<file path="src/rtl/serial_transmitter.sv">
// Parallel-to-serial asynchronous transmitter.
// Sends one frame per accepted load: a start bit (0), DATA_BITS data bits
// LSB first, and a stop bit (1). Each bit is held for SAMPLES_PER_BIT clocks,
// so the line lines up with the receiver's bit-sample counter.
//
// Handshake: load is a request that is accepted on a rising clk edge only
// while busy=0. data_in is sampled on that same edge and ignored for the rest
// of the frame. charSent pulses for one cycle, on the cycle busy falls.
module serial_transmitter #(
  parameter int SAMPLES_PER_BIT = 16,
  parameter int DATA_BITS       = 8
) (
  input  logic                 clk,
  input  logic                 reset,
  input  logic [DATA_BITS-1:0] data_in,
  input  logic                 load,
  output logic                 data_out,
  output logic                 busy,
  output logic                 charSent,
  output logic [1:0]           dbg_state
);

  localparam int CW = (SAMPLES_PER_BIT > 1) ? $clog2(SAMPLES_PER_BIT) : 1;
  localparam int BW = (DATA_BITS > 1) ? $clog2(DATA_BITS) : 1;
  localparam logic [CW-1:0] BSC_MAX = CW'(SAMPLES_PER_BIT - 1);
  localparam logic [BW-1:0] BIC_MAX = BW'(DATA_BITS - 1);

  typedef enum logic [1:0] {
    IDLE  = 2'd0,
    START = 2'd1,
    DATA  = 2'd2,
    STOP  = 2'd3
  } state_t;

  state_t               state, state_n;
  logic [CW-1:0]        bsc, bsc_n;     // bit-sample counter
  logic [BW-1:0]        bic, bic_n;     // bit-index counter
  logic [DATA_BITS-1:0] shift, shift_n;
  logic                 dout_n;
  logic                 sent_n;
  logic                 bit_end;

  assign bit_end   = (bsc == BSC_MAX);
  assign busy      = (state != IDLE);
  assign dbg_state = state;

  // Next-state and next-output logic; the line value is decided here and
  // registered so data_out never sees a combinational path from the inputs.
  always_comb begin
    state_n = state;
    bsc_n   = bsc;
    bic_n   = bic;
    shift_n = shift;
    dout_n  = data_out;
    sent_n  = 1'b0;
    case (state)
      IDLE: begin
        dout_n = 1'b1;
        bsc_n  = '0;
        bic_n  = '0;
        if (load) begin
          shift_n = data_in;
          state_n = START;
          dout_n  = 1'b0;
        end
      end
      START: begin
        bsc_n = bit_end ? '0 : bsc + CW'(1);
        if (bit_end) begin
          state_n = DATA;
          dout_n  = shift[0];
        end
      end
      DATA: begin
        bsc_n = bit_end ? '0 : bsc + CW'(1);
        if (bit_end) begin
          if (bic == BIC_MAX) begin
            state_n = STOP;
            dout_n  = 1'b1;
          end else begin
            shift_n = shift >> 1;
            bic_n   = bic + BW'(1);
            dout_n  = shift_n[0];
          end
        end
      end
      STOP: begin
        bsc_n  = bit_end ? '0 : bsc + CW'(1);
        dout_n = 1'b1;
        if (bit_end) begin
          state_n = IDLE;
          sent_n  = 1'b1;
        end
      end
      default: begin
        state_n = IDLE;
        bsc_n   = '0;
        bic_n   = '0;
        dout_n  = 1'b1;
      end
    endcase
  end

  // State and datapath registers; reset abandons any frame in flight.
  always_ff @(posedge clk or posedge reset) begin
    if (reset) begin
      state    <= IDLE;
      bsc      <= '0;
      bic      <= '0;
      shift    <= '0;
      data_out <= 1'b1;
      charSent <= 1'b0;
    end else begin
      state    <= state_n;
      bsc      <= bsc_n;
      bic      <= bic_n;
      shift    <= shift_n;
      data_out <= dout_n;
      charSent <= sent_n;
    end
  end

endmodule

</file>
<file path="config.mk">
export PLATFORM = sky130hd
export DESIGN_NAME = serial_transmitter
export DESIGN_NICKNAME = d
export VERILOG_FILES = /design/src/rtl/serial_transmitter.sv
export SDC_FILE = /design/constraint.sdc
export NUM_CORES = 1
export LEC_CHECK = 0
export CAP_MARGIN = 5
export CORE_ASPECT_RATIO = 0.6
export CORE_UTILIZATION = 30
export CTS_CLUSTER_DIAMETER = 50
export DETAILED_ROUTE_END_ITERATION = 8
export DONT_BUFFER_PORTS = 1
export PLACE_DENSITY = 0.43
export SLEW_MARGIN = 25
export SYNTH_ARGS = -nofsm -noshare
export SYNTH_HDL_FRONTEND = slang
export SYNTH_SLANG_ARGS = --single-unit
</file>
<file path="constraint.sdc">
create_clock -name clk -period 2.5 [get_ports clk]
set_input_delay 0.25 -clock clk [delete_from_list [all_inputs] [get_ports clk]]
set_output_delay 0.25 -clock clk [all_outputs]
set_load 0.02 [all_outputs]
</file>
==> results.sh <==
export IMPL_grt_start_max_net_pins=20
export IMPL_crit_start="dbg_state[0]$_DFFE_PP0P_"
export IMPL_area_growth_syn_to_layout_pct=6.455
export IMPL_drc=0
export IMPL_timing_hold_ws_ps=14.60
export IMPL_fin_nets=132
export IMPL_cts_tree="built"
export IMPL_synth_area_leader_cell="dfrtp_1"
export IMPL_cts_sinks=19
export IMPL_syn_inst=113
export IMPL_dieWidth_um=81.71
export IMPL_p_leak_nw=0.5204
export IMPL_ir_drop_mv=0.5847
export IMPL_synth_area_top_cells="dfrtp_1 (39%), ha_1 (7.7%), o21ai_0 (3.9%), o221a_2 (3.9%), buf_6 (3.0%)"
export IMPL_grt_pass1_vias=834
export IMPL_synth_xor_area_frac=0.007659
export IMPL_relSlewSlack=0.4858
export IMPL_initial_core_util=0.3321
export IMPL_critical_path_top_delay_family="flip-flops"
export IMPL_gp_congestion=0.7582
export IMPL_crit_end="dbg_state[1]$_DFFE_PP0P_"
export IMPL_p_comb_frac=0.451
export IMPL_multi_input_area_um2=598.1
export IMPL_rsz0062_at_grt="no"
export IMPL_clkTransAtPathRegs_ps=70
export IMPL_seqPwrFrac=0.402
export IMPL_max_freq_ghz=0.4566
export IMPL_hold_viol_final=0
export IMPL_cp_arrival_ps=2330
export IMPL_pwr_share_clk=0.147
export IMPL_final_common_cell="dfrtp_1"
export IMPL_fin_tns_setup_ps=0
export IMPL_critPathLaunchType="flop"
export IMPL_tightest_slew_ps=770.4
export IMPL_seq_area_um2=476.7
export IMPL_reg2reg_depth=5
export IMPL_fp_dieArea_mm2=0.004071
export IMPL_clk_latency_ps=260
export IMPL_synthSimpleGateAreaFrac=0.2101
export IMPL_clock_path_buffers=2
export IMPL_ctsRootBufferMaster="clkbuf_8"
export IMPL_critical_path_reg2reg_endpoint="dbg_state[1]$_DFFE_PP0P_"
export IMPL_crit_slowest_cell="dfrtp_1"
export IMPL_wire_per_inst_um=16.31
export IMPL_timing_rr_start="dbg_state[0]$_DFFE_PP0P_"
export IMPL_top_usage_layer="met1"
export IMPL_vias_per_cell=5.582
export IMPL_crit_fanout=15
export IMPL_cts_hold_buffers=0
export IMPL_antenna_found_initial=0
export IMPL_async_flop_share=1.000
export IMPL_global_route_usage_met2=0.2056
export IMPL_finClkSkew_ps=1.490
export IMPL_fp_row_count=16
export IMPL_grt_pass1_wl_um=4284
export IMPL_switchingPower_mw=0.5982
export IMPL_muxShareOfSynthArea=0.03829
export IMPL_post_cts_buffers=0
export IMPL_maxSlewViolCount=0
export IMPL_cp_cell_sequence="inv_1 -> ha_1 -> or3_1 -> a31oi_1 -> mux2_2"
export IMPL_cts_buffers_inserted=3
export IMPL_synth_top_area_share=0.3939
export IMPL_postRouteAntennaNets=0
export IMPL_avgSynthCellArea_um2=10.12
export IMPL_synth_fa_ha_area_frac=0.07659
export IMPL_coreArea_mm2=0.003443
export IMPL_synth_compound_area_share=0.1904
export IMPL_drive_above_1_share=0.1416
export IMPL_io_pins=16
export IMPL_use_met3=0.05741
export IMPL_cts_resized=0
export IMPL_yosysWarnings=0
export IMPL_maxCapViolations=0
export IMPL_vias=882
export IMPL_globalRouteTotalUtil=0.1435
export IMPL_dr_pass1_iters=4
export IMPL_required_ps=2640
export IMPL_synth_net_count=131
export IMPL_ys_flop_type="dfrtp_1"
export IMPL_layout_common_cells="dfrtp_1 (18), o21ai_0 (9), nor2_1 (8)"
export IMPL_path_class="flop to flop"
export IMPL_synth_area_mm2=0.001144
export IMPL_drt_iter0_markers=23
export IMPL_hold_class="input pin to asynchronous set/reset pin"
export IMPL_seq_area_frac_synth=0.4168
export IMPL_die_y_um=49.83
export IMPL_reg2reg_slack_ps=310
export IMPL_setup_worst_path_end_class="flop"
export IMPL_status="completed"
export IMPL_synth_edff_count=0
export IMPL_num_antenna_cells=0
export IMPL_power_density_mw_per_mm2=1222
export IMPL_path_buf_inv=1
export IMPL_htreeDepth=1
export IMPL_sw_frac_of_total=0.4021
export IMPL_dp_hpwl_um=1858
export IMPL_port_buffers=0
export IMPL_yosysUniqueCellTypes=39
export IMPL_grt_util_met1=0.2059
export IMPL_overflow=0
export IMPL_synth_top_family_by_area="simple AND/OR/NAND/NOR gates"
export IMPL_synth_seq_cells=19
export IMPL_finalSetupViolCount=0
export IMPL_final_period_utilization=0.8761
export IMPL_slowest_delay_ps=530
export IMPL_finalCriticalPeriod_ps=2190
export IMPL_p_int_mw=0.8896
export IMPL_nFillCells=361
export IMPL_crit_cells=5
export IMPL_routed_wl_um=2577
sequential cells by signal, summed over array words and instances, names as in the netlist:
signal and cells:
data_out 1, dbg_state 2, bic 3, shift 8, bsc 4, charSent 1
power groups by stage:
stage / sequential (mW) / combinational, mW / clock [mW]
6_report: 0.597 / 0.672 / 0.219
5_1_grt: 0.617 / 0.762 / 0.246
4_1_cts: 0.596 / 0.679 / 0.232
3_5_place_dp: 0.599 / 0.673 / 0
3_3_place_gp: 0.596 / 0.666 / 0
2_1_floorplan: 0.558 / 0.565 / 0
layout make-up:
type                            count  share of cell area
Clock buffer                        4             0.03700
Sequential cell                    19              0.3916
Multi-Input combinational cell     82              0.4913
Inverter                            5             0.01542
Tap cell                           45             0.04625
Timing Repair Buffer                3             0.01850
Yosys cell counts, types with 2 or more instances:
| cell type | instances |
|---|---|
| a21oi_1 | 2 |
| a221o_1 | 3 |
| a31oi_1 | 2 |
| buf_6 | 3 |
| clkbuf_1 | 3 |
| dfrtp_1 | 18 |
| ha_1 | 7 |
| inv_1 | 5 |
| mux2_2 | 3 |
| nand2_1 | 4 |
| nand2b_1 | 4 |
| nand3_1 | 4 |
| nand3b_1 | 2 |
| nand4b_1 | 2 |
| nor2_1 | 8 |
| nor2b_1 | 3 |
| nor3_1 | 2 |
| nor3b_1 | 4 |
| o21ai_0 | 9 |
| o221a_2 | 4 |
| or3_1 | 3 |
per-stage QoR:
stage          total power, mW  worst slack, ps  utilization  instances  cell area [um2]
6_report                 1.488            309.8       0.3536        158             1217
3_3_place_gp             1.262            423.1       0.3405        154             1172
5_1_grt                  1.625            180.9       0.3536        158             1217
3_5_place_dp             1.273            315.8       0.3405        154             1172
4_1_cts                  1.506            300.9       0.3536        158             1217
2_1_floorplan            1.123            529.9            -        113             1144
cell families after synthesis:
family,count (synthesis)
mux,4
compound gates,29
fa+ha+maj,7
xor+xnor,1
simple gates,41
flops,19
buf+inv,12
routing by layer:
| metal | up-vias | share of wire |
|---|---|---|
| met5 | - | 0 |
| met4 | 0 | 0.0058 |
| met3 | 2 | 0.064 |
| met2 | 17 | 0.40 |
| met1 | 442 | 0.53 |
| li1 | 421 | - |
how the worst min path moves through the flow:
stage	startpoint	endpoint	slack, ps	depth (start not counted)
floorplan	reset	bic[0]$_DFFE_PP0P_	200	1
global placement	reset	dbg_state[0]$_DFFE_PP0P_	330	1
detailed placement	reset	dbg_state[0]$_DFFE_PP0P_	340	1
CTS	reset	shift[3]$_DFFE_PP0P_	60	1
global route	reset	dbg_state[0]$_DFFE_PP0P_	80	1
finish	reset	dbg_state[0]$_DFFE_PP0P_	10	1
Note: power is estimated with default switching activity, not from simulation.
